## src/rtl/ds_adc_multi_if.sv

```systemverilog
// ds_adc_multi_if: pin bundle of the delta-sigma ADC core.
// master = ADC core side; slave = comparator/RC pins and host side.
// comp_in/trig into the core; pdm_out to RC nets; sout/sframe/sword/
// busy/dec_strobe to the host.
interface ds_adc_multi_if #(
  parameter int CHANNELS = 2
);
  logic [CHANNELS-1:0] comp_in;
  logic [CHANNELS-1:0] pdm_out;
  logic                trig;
  logic                sout;
  logic                sframe;
  logic                sword;
  logic                busy;
  logic                dec_strobe;

  modport master (
    input  comp_in, trig,
    output pdm_out, sout, sframe, sword, busy, dec_strobe
  );

  modport slave (
    output comp_in, trig,
    input  pdm_out, sout, sframe, sword, busy, dec_strobe
  );
endinterface

```

## src/rtl/ds_adc_multi.sv

```systemverilog
// ds_adc_multi: multi-channel delta-sigma comparator ADC with CIC
// decimators and one shared triggered serialiser.
// Ports: clk, rst_n (async, active-low), bus (ds_adc_multi_if.master).
// Optional macro DS_ADC_DIFF_EN appends a filt[0]-filt[1] word
// to every frame when CHANNELS >= 2.
module ds_adc_multi #(
  parameter int CHANNELS   = 2,
  parameter int STAGES     = 3,
  parameter int DECIMATION = 8,
  parameter int WIDTH      = 13
) (
  input  logic           clk,
  input  logic           rst_n,
  ds_adc_multi_if.master bus
);

  localparam int DW = (DECIMATION > 1) ? $clog2(DECIMATION) : 1;
`ifdef DS_ADC_DIFF_EN
  localparam bit DIFF = (CHANNELS >= 2);
`else
  localparam bit DIFF = 1'b0;
`endif
  localparam int NWORDS = CHANNELS + (DIFF ? 1 : 0);
  localparam int WBW = (NWORDS > 1) ? $clog2(NWORDS) : 1;
  localparam int BBW = $clog2(WIDTH);

  typedef enum logic [1:0] {
    IDLE,
    LOAD,
    SHIFT
  } state_t;

  // Feedback flip-flops reset high so pdm_out starts low.
  logic [CHANNELS-1:0] r_ff;

  always_ff @(posedge clk or negedge rst_n) begin
    if (!rst_n) r_ff <= '1;
    else        r_ff <= bus.comp_in;
  end

  assign bus.pdm_out = ~r_ff;

  // Decimation counter
  logic [DW-1:0] r_dcnt;
  logic          r_strobe;
  logic          w_dec;

  assign w_dec = (r_dcnt == DW'(DECIMATION - 1));

  always_ff @(posedge clk or negedge rst_n) begin
    if (!rst_n) begin
      r_dcnt   <= '0;
      r_strobe <= 1'b0;
    end else begin
      r_dcnt   <= w_dec ? '0 : r_dcnt + 1'b1;
      r_strobe <= w_dec;
    end
  end

  assign bus.dec_strobe = r_strobe;

  // Per-channel CIC: integrators every clk, combs on w_dec.
  logic [WIDTH-1:0] w_filt [CHANNELS];

  for (genvar c = 0; c < CHANNELS; c++) begin : g_ch
    logic [WIDTH-1:0] r_int [STAGES];
    logic [WIDTH-1:0] r_dly [STAGES];
    logic [WIDTH-1:0] w_cmb [STAGES+1];
    logic [WIDTH-1:0] r_filt;

    assign w_cmb[0] = r_int[STAGES-1];

    for (genvar s = 0; s < STAGES; s++) begin : g_cmb
      assign w_cmb[s+1] = w_cmb[s] - r_dly[s];
    end

    always_ff @(posedge clk or negedge rst_n) begin
      if (!rst_n) begin
        for (int s = 0; s < STAGES; s++) begin
          r_int[s] <= '0;
          r_dly[s] <= '0;
        end
        r_filt <= '0;
      end else begin
        r_int[0] <= r_int[0] + WIDTH'(r_ff[c]);
        for (int s = 1; s < STAGES; s++)
          r_int[s] <= r_int[s] + r_int[s-1];
        if (w_dec) begin
          for (int s = 0; s < STAGES; s++)
            r_dly[s] <= w_cmb[s];
          r_filt <= w_cmb[STAGES];
        end
      end
    end

    assign w_filt[c] = r_filt;
  end

  // Snapshot source: channel words, then the optional diff word.
  logic [WIDTH-1:0] w_snap [NWORDS];

  for (genvar c = 0; c < CHANNELS; c++) begin : g_snap
    assign w_snap[c] = w_filt[c];
  end

  if (DIFF) begin : g_diff
    assign w_snap[NWORDS-1] = w_filt[0] - w_filt[1];
  end

  // Trigger synchroniser and rising-edge detect
  logic r_t1;
  logic r_t2;
  logic r_t3;
  logic w_edge;

  always_ff @(posedge clk or negedge rst_n) begin
    if (!rst_n) begin
      r_t1 <= 1'b0;
      r_t2 <= 1'b0;
      r_t3 <= 1'b0;
    end else begin
      r_t1 <= bus.trig;
      r_t2 <= r_t1;
      r_t3 <= r_t2;
    end
  end

  assign w_edge = r_t2 & ~r_t3;

  // Serialiser FSM
  state_t           r_state;
  state_t           w_state_nxt;
  logic [BBW-1:0]   r_bit;
  logic [BBW-1:0]   w_bit_nxt;
  logic [WBW-1:0]   r_word;
  logic [WBW-1:0]   w_word_nxt;
  logic             w_load;
  logic [WIDTH-1:0] r_shadow [NWORDS];

  always_ff @(posedge clk or negedge rst_n) begin
    if (!rst_n) begin
      r_state <= IDLE;
      r_bit   <= '0;
      r_word  <= '0;
    end else begin
      r_state <= w_state_nxt;
      r_bit   <= w_bit_nxt;
      r_word  <= w_word_nxt;
    end
  end

  always_comb begin
    w_state_nxt = r_state;
    w_bit_nxt   = r_bit;
    w_word_nxt  = r_word;
    w_load      = 1'b0;
    unique case (r_state)
      IDLE: begin
        if (w_edge) w_state_nxt = LOAD;
      end
      LOAD: begin
        w_load      = 1'b1;
        w_state_nxt = SHIFT;
        w_bit_nxt   = BBW'(WIDTH - 1);
        w_word_nxt  = '0;
      end
      SHIFT: begin
        if (r_bit == '0) begin
          if (r_word == WBW'(NWORDS - 1)) begin
            w_state_nxt = IDLE;
          end else begin
            w_word_nxt = r_word + 1'b1;
            w_bit_nxt  = BBW'(WIDTH - 1);
          end
        end else begin
          w_bit_nxt = r_bit - 1'b1;
        end
      end
      default: w_state_nxt = IDLE;
    endcase
  end

  // A filt update on the LOAD edge is not seen: NBA keeps old value.
  always_ff @(posedge clk or negedge rst_n) begin
    if (!rst_n) begin
      for (int w = 0; w < NWORDS; w++)
        r_shadow[w] <= '0;
    end else if (w_load) begin
      for (int w = 0; w < NWORDS; w++)
        r_shadow[w] <= w_snap[w];
    end
  end

  logic             w_frame;
  logic [WIDTH-1:0] w_cur;

  assign w_frame    = (r_state == SHIFT);
  assign w_cur      = r_shadow[r_word];
  assign bus.sframe = w_frame;
  assign bus.busy   = w_frame;
  assign bus.sout   = w_frame & w_cur[r_bit];
  assign bus.sword  = w_frame & (r_bit == BBW'(WIDTH - 1));

endmodule

```

## src/flat_wrapper.sv

```systemverilog
// flat-port wrapper written by rule: the top's interface ports become plain ports
module ds_adc_multi_flat 
#(
  parameter int CHANNELS   = 2,
  parameter int STAGES     = 3,
  parameter int DECIMATION = 8,
  parameter int WIDTH      = 13
)
  (clk, rst_n, bus_comp_in, bus_trig, bus_pdm_out, bus_sout, bus_sframe, bus_sword, bus_busy, bus_dec_strobe);
  ds_adc_multi_if #(.CHANNELS(CHANNELS)) bus_i ();
  input  logic clk;
  input  logic rst_n;
  input wire logic [$bits(bus_i.comp_in)-1:0] bus_comp_in;
  input wire logic [$bits(bus_i.trig)-1:0] bus_trig;
  output wire logic [$bits(bus_i.pdm_out)-1:0] bus_pdm_out;
  output wire logic [$bits(bus_i.sout)-1:0] bus_sout;
  output wire logic [$bits(bus_i.sframe)-1:0] bus_sframe;
  output wire logic [$bits(bus_i.sword)-1:0] bus_sword;
  output wire logic [$bits(bus_i.busy)-1:0] bus_busy;
  output wire logic [$bits(bus_i.dec_strobe)-1:0] bus_dec_strobe;
  assign bus_i.comp_in = bus_comp_in;
  assign bus_i.trig = bus_trig;
  assign bus_pdm_out = bus_i.pdm_out;
  assign bus_sout = bus_i.sout;
  assign bus_sframe = bus_i.sframe;
  assign bus_sword = bus_i.sword;
  assign bus_busy = bus_i.busy;
  assign bus_dec_strobe = bus_i.dec_strobe;
  ds_adc_multi #(.CHANNELS(CHANNELS), .STAGES(STAGES), .DECIMATION(DECIMATION), .WIDTH(WIDTH)) u_core (.clk(clk), .rst_n(rst_n), .bus(bus_i));
endmodule
```

## config.mk

```make
export PLATFORM = sky130hd
export DESIGN_NAME = ds_adc_multi_flat
export DESIGN_NICKNAME = d
export VERILOG_FILES = /design/src/rtl/ds_adc_multi_if.sv /design/src/rtl/ds_adc_multi.sv /design/src/flat_wrapper.sv
export SDC_FILE = /design/constraint.sdc
export NUM_CORES = 1
export LEC_CHECK = 0
export BUFFER_PORTS_ARGS = -buffer_cell sky130_fd_sc_hd__buf_2
export CELL_PAD_IN_SITES_DETAIL_PLACEMENT = 1
export CELL_PAD_IN_SITES_GLOBAL_PLACEMENT = 1
export CORE_MARGIN = 2
export CORE_UTILIZATION = 51
export CTS_CLUSTER_SIZE = 40
export DETAILED_ROUTE_END_ITERATION = 8
export PLACE_DENSITY_LB_ADDON = 0.1
export SYNTH_ARGS = -nofsm -noshare
export SYNTH_HDL_FRONTEND = slang
export SYNTH_SLANG_ARGS = --single-unit
```

## constraint.sdc

```tcl
create_clock -name clk -period 4.7 [get_ports clk]
set_clock_uncertainty 0.05 [all_clocks]
set_input_delay 0.235 -clock clk [delete_from_list [all_inputs] [get_ports clk]]
set_output_delay 0.235 -clock clk [all_outputs]
set_load 0.005 [all_outputs]
```

**After elaboration in Yosys (flattened, before gate mapping)**

Cells that the tools add are included.
W data, S select, Z words.

- Input port bits: 5
- Register bits: 224
- Logic and storage cells: 79

- Magnitude comparators: 2
- Equal/unequal tests: 8
- Bitwise gates (word level): 6
- $add $sub $neg: 15
- Reductions and logical operators: 6
- Multiplexer cells: 17

Operators by type and width:

| cell | count |
|---|---|
| $sub A13 B13 Y13 | 6 |
| $add A13 B13 Y13 | 4 |
| $mux W13 | 3 |
| $add A13 B1 Y13 | 2 |
| $mux W4 | 2 |
| $pmux W4 S2 | 1 |
| $mux W2 | 3 |
| $pmux W2 S3 | 1 |
| $lt A4 B5 Y1 const B | 1 |
| $bmux W1 S4 | 1 |
| $eq A4 B4 Y1 const B | 1 |
| $logic_not A4 Y1 | 1 |
| $mux W1 | 4 |
| $ne A2 B1 Y1 const B | 2 |
| $reduce_and A2 Y1 | 2 |
| $sub A4 B1 Y4 const B | 1 |
| $add A3 B1 Y3 const B | 1 |
| $and A1 B1 Y1 | 3 |
| $eq A3 B3 Y1 const B | 1 |
| $mux W3 | 1 |
| $ne A3 B3 Y1 const B | 1 |
| $reduce_and A3 Y1 | 1 |
| $eq A2 B1 Y1 const B | 1 |
| $eq A2 B2 Y1 const B | 1 |
| other kinds (9) | 9 |

**Logic depth before layout (Yosys ltp)**

- Depth in word-level cells: 7
- Gate-level depth with buffers: 24
- Gate-level depth less buffers: 24

**Worst setup path after synthesis**

No wires, ideal clock.

- Kind: register -> register
- Start: register u_core.g_ch[0].r_int[0] in the netlist's numbering
- End: register u_core.g_ch[0].r_filt[12]
- Required time: 4.573 ns
- Cell stages (with the launch flop): 23
- Arrival: 4.150 ns
- Path buffers: 0
- Library setup time: 0.077 ns
- Slack: 0.423 ns
- Clock period less this slack: 4.277 ns
- Cell sequence: dfrtp_1 > inv_1 > ha_1 > fa_1 > nor2b_1 > o21a_1 > nor2_1 > xnor2_1 > ha_1 > o21a_1 > o31a_1 > o31a_1 > o41ai_4 > inv_1 > a21oi_1 > xnor2_1 > ha_1 > or3_1 > o21ai_0 > a21oi_1 > xnor2_1 > xnor3_1 > a21oi_1

RTL lines:

| element | RTL line | text |
|---|---|---|
| from (decl) | ds_adc_multi.sv:66 | `logic [WIDTH-1:0] r_int [STAGES];` |
| from (signal, indexed assignment) | ds_adc_multi.sv:87 | `r_int[s] <= r_int[s] + r_int[s-1];` |
| to (signal assigned) | ds_adc_multi.sv:91 | `r_filt <= w_cmb[STAGES];` |
| to (decl) | ds_adc_multi.sv:69 | `logic [WIDTH-1:0] r_filt;` |

==> impl_metrics.py <==
metrics = {
    "run_status": {
        "status": "finished clean",
    },
    "critical_path": {
        "end_kind": "register",
        "worstSetupPathType": "reg -> reg",
        "crit_required_ns": 5.10,
        "critPathArrivalTime_ns": 4.94,
        "cp_cell_sequence": "inv_2 > ha_4 > fa_2 > nor2b_2 > o21a_1 > nor2_1 > xnor2_1 > ha_1 > o21a_1 > o31a_1 > o31a_1 > o41ai_4 > inv_1 > a21oi_2 > xnor2_2 > ha_1 > or3_1 > o21ai_2 > a21oi_2 > xnor2_1 > xnor3_1 > a21oi_1",
        "reg2reg_from": "u_core.g_ch[0].r_int[0]",
        "max_stage_delay_ns": 0.38,
        "crit_fanout": 3,
        "r2r_setup_slack_ns": 0.16,
        "r2r_cells": 22,
        "start_kind": "register",
        "slowest_stage": "dfrtp_1",
        "path_delay_family": "compound AO/OA/AOI/OAI gates",
        "crit_buf_inv": 2,
        "timing.rr.end": "u_core.g_ch[0].r_filt[12]",
    },
    "synth": {
        "ys_seq_elements": 224,
        "syn_area_per_cell_sq_um": 10.0,
        "synth_top_area_cell": "dfrtp_1",
        "syn_area_sq_um": 13200,
        "synthFlopType": "dfrtp_1",
        "async_flop_share_pct": 100,
        "syn-num-nets": 1456,
        "synth_cell_types": 62,
        "yosysTopAreaCellShare_pct": 42.1,
        "ys_seq_area_share_pct": 42.5,
        "ys_warn_count": 0,
        "synth-edff-count": 0,
        "synth_cells": 1314,
        "synth_top_cells_by_area": "dfrtp_1 42%, ha_1 12%, xnor2_1 7.0%, mux2_2 4.3%, o21ai_0 3.8%",
    },
    "cells_and_area": {
        "post-route-util_pct": 58.6,
        "fillers": 2788,
        "layout_commonest_cell": "dfrtp_1",
        "layout-drive-gt1-share_pct": 13.7,
        "final_nets": 1499,
        "area_growth_pct": 12.3,
        "final_cell_mix": "222 x dfrtp_1, 123 x ha_1, 120 x nand2_1, 107 x inv_1, 103 x xnor2_1",
        "diodes": 0,
    },
    "place": {
        "portBuffers": 11,
        "dp_hpwl_microns": 19200,
        "gp_congestion": 0.743,
    },
    "clocking": {
        "cts.clk_slew.worst_paths_ns": 0.06,
        "root_buffer": "clkbuf_16",
        "h-tree-depth": 1,
        "cts.sinks": 224,
        "cts_buffer_depth": 3,
        "clk_latency_ns": 0.53,
        "cts_buffers": 27,
        "cts_tree": "built",
    },
    "routing": {
        "viasPerCell": 5.44,
        "routed_wl_microns": 27200,
        "drcViolationCount": 0,
        "via_count": 9282,
        "drtIter0Drc": 420,
        "postRouteAntennaNets": 0,
        "post_drt_wl_per_cell_microns": 15.9,
        "firstDrtPassIters": 4,
    },
    "grt": {
        "busiest_layer": "met2",
        "use_met1_pct": 26.4,
        "grt_pass1_vias": 9752,
        "grt_pass1_wl_microns": 46100,
        "grtUsageTotal_pct": 20.5,
        "grt_overflow_total": 0,
        "use_met3_pct": 2.69,
        "grt_use_met2_pct": 36.6,
        "grt_max_degree": 120,
        "antenna_found_initial": 0,
    },
    "die": {
        "chipHeight_microns": 165,
        "die_w_microns": 165,
        "rows": 58,
        "pin_count": 12,
        "dieArea_sq_um": 27100,
        "start_util_pct": 52.2,
        "core_area_sq_um": 25300,
    },
    "timing": {
        "period_needed_ns": 4.54,
        "drv_slew": 0,
        "rsz0062_at_grt": "yes",
        "hold_viol_final": 0,
        "min_period_over_period_pct": 96.5,
        "setup_viol": 0,
        "worstMarginPinSlew_ns": 0.976,
        "max_freq_mhz": 220,
        "slew_headroom_pct": 35.0,
    },
    "worst_hold_path": {
        "hold-path-endpoint": "u_core.r_ff[1]",
        "hold_path_depth": 2,
        "min_from": "bus_comp_in[1]",
        "hold_path.class": "in -> reg",
    },
    "flow_run": {
        "drv_cap": 0,
    },
}
[cells in the mapped netlist (15+ instances only)]
cell type	count
nand2_1	120
o21a_1	20
mux2_2	50
a21o_1	16
nand3_1	24
o21ai_0	99
xor2_1	18
nor2_1	90
nand2b_1	15
nor3_1	15
and3_1	16
inv_1	109
ha_1	127
nor2b_1	28
a21oi_1	78
dfrtp_1	222
clkbuf_1	24
xnor2_1	105
[per-layer routing]
metal  share of wire [%]  routed length, microns  up-vias
met5                   0                       0        -
met4                 2.0                     545        0
met3                 2.3                     618       36
met2                  50                   13600       58
met1                  46                   12400     4566
li1                    -                       -     4622
[timing repair]
action | CTS | global route
resized for setup | 4 | 37
hold endpoints to repair | 119 | 0
buffers inserted | 0 | 20
setup endpoints to repair | 2 | 5
cloned | 0 | 0
hold buffers | 4 | 0
pin swaps | 0 | 39
[layout make-up]
type / instances / area (sq um) / area share, %
clock inverters: 9 / 76.3 / 0.516
multi-input cells: 952 / 7190 / 48.6
flip-flops and latches: 224 / 5610 / 37.9
repair buffers: 42 / 308 / 2.08
inverters: 110 / 413 / 2.79
well taps: 330 / 413 / 2.79
clock buffers: 38 / 797 / 5.38
[sequential cells by signal, summed over array words and instances (netlist names)]
register	flops
u_core.bus.dec_strobe	1
u_core.r_ff	2
u_core.g_ch.r_int	78
u_core.r_shadow	26
u_core.r_t1	1
u_core.g_ch.r_dly	78
u_core.r_dcnt	3
u_core.r_bit	4
u_core.g_ch.r_filt	26
u_core.r_t2	1
u_core.r_t3	1
u_core.r_state	2
u_core.r_word	1
[stage by stage]
stage / setup slack (ns) / TNS [ns] / area [sq um] / hold slack, ns / instances
after floorplan: 0.423 / 0 / 13200 / -0.111 / 1314
after global placement: 0.145 / 0 / 13600 / 0.282 / 1634
after detailed placement: -0.0571 / -0.0571 / 13600 / 0.294 / 1634
after CTS: 0.0260 / 0 / 14500 / 0.273 / 1685
after global routing: -0.144 / -0.176 / 14800 / 0.295 / 1705
final: 0.163 / 0 / 14800 / 0.296 / 1705
[how the worst max path moves through the flow]
stage                                   from                   endpoint  slack (ns)  depth (start not counted)
floorplan            u_core.g_ch[0].r_int[0]  u_core.g_ch[0].r_filt[12]        0.42                         22
global placement     u_core.g_ch[0].r_int[0]  u_core.g_ch[0].r_filt[12]        0.14                         22
detailed placement  u_core.g_ch[1].r_dly[27]  u_core.g_ch[1].r_filt[12]       -0.06                         23
CTS                  u_core.g_ch[0].r_int[0]  u_core.g_ch[0].r_filt[12]        0.03                         22
global route         u_core.g_ch[0].r_int[0]  u_core.g_ch[0].r_filt[12]       -0.14                         22
finish               u_core.g_ch[0].r_int[0]  u_core.g_ch[0].r_filt[12]        0.16                         22
[cell families (layout without fill, tap and decap cells)]
kind of cell / Yosys count / count (layout) / synth area share [%]
simple gates: 339 / 339 / 11.9
buf+inv: 138 / 199 / 3.96
flops: 224 / 224 / 42.5
fa+ha+maj: 137 / 137 / 13.6
compound gates: 291 / 291 / 13.8
mux: 60 / 60 / 5.70
xor+xnor: 125 / 125 / 8.52
Power is left out: the tool's default activity adds up to more than one toggle a clock period on the data nets, which glitch-free logic cannot reach.
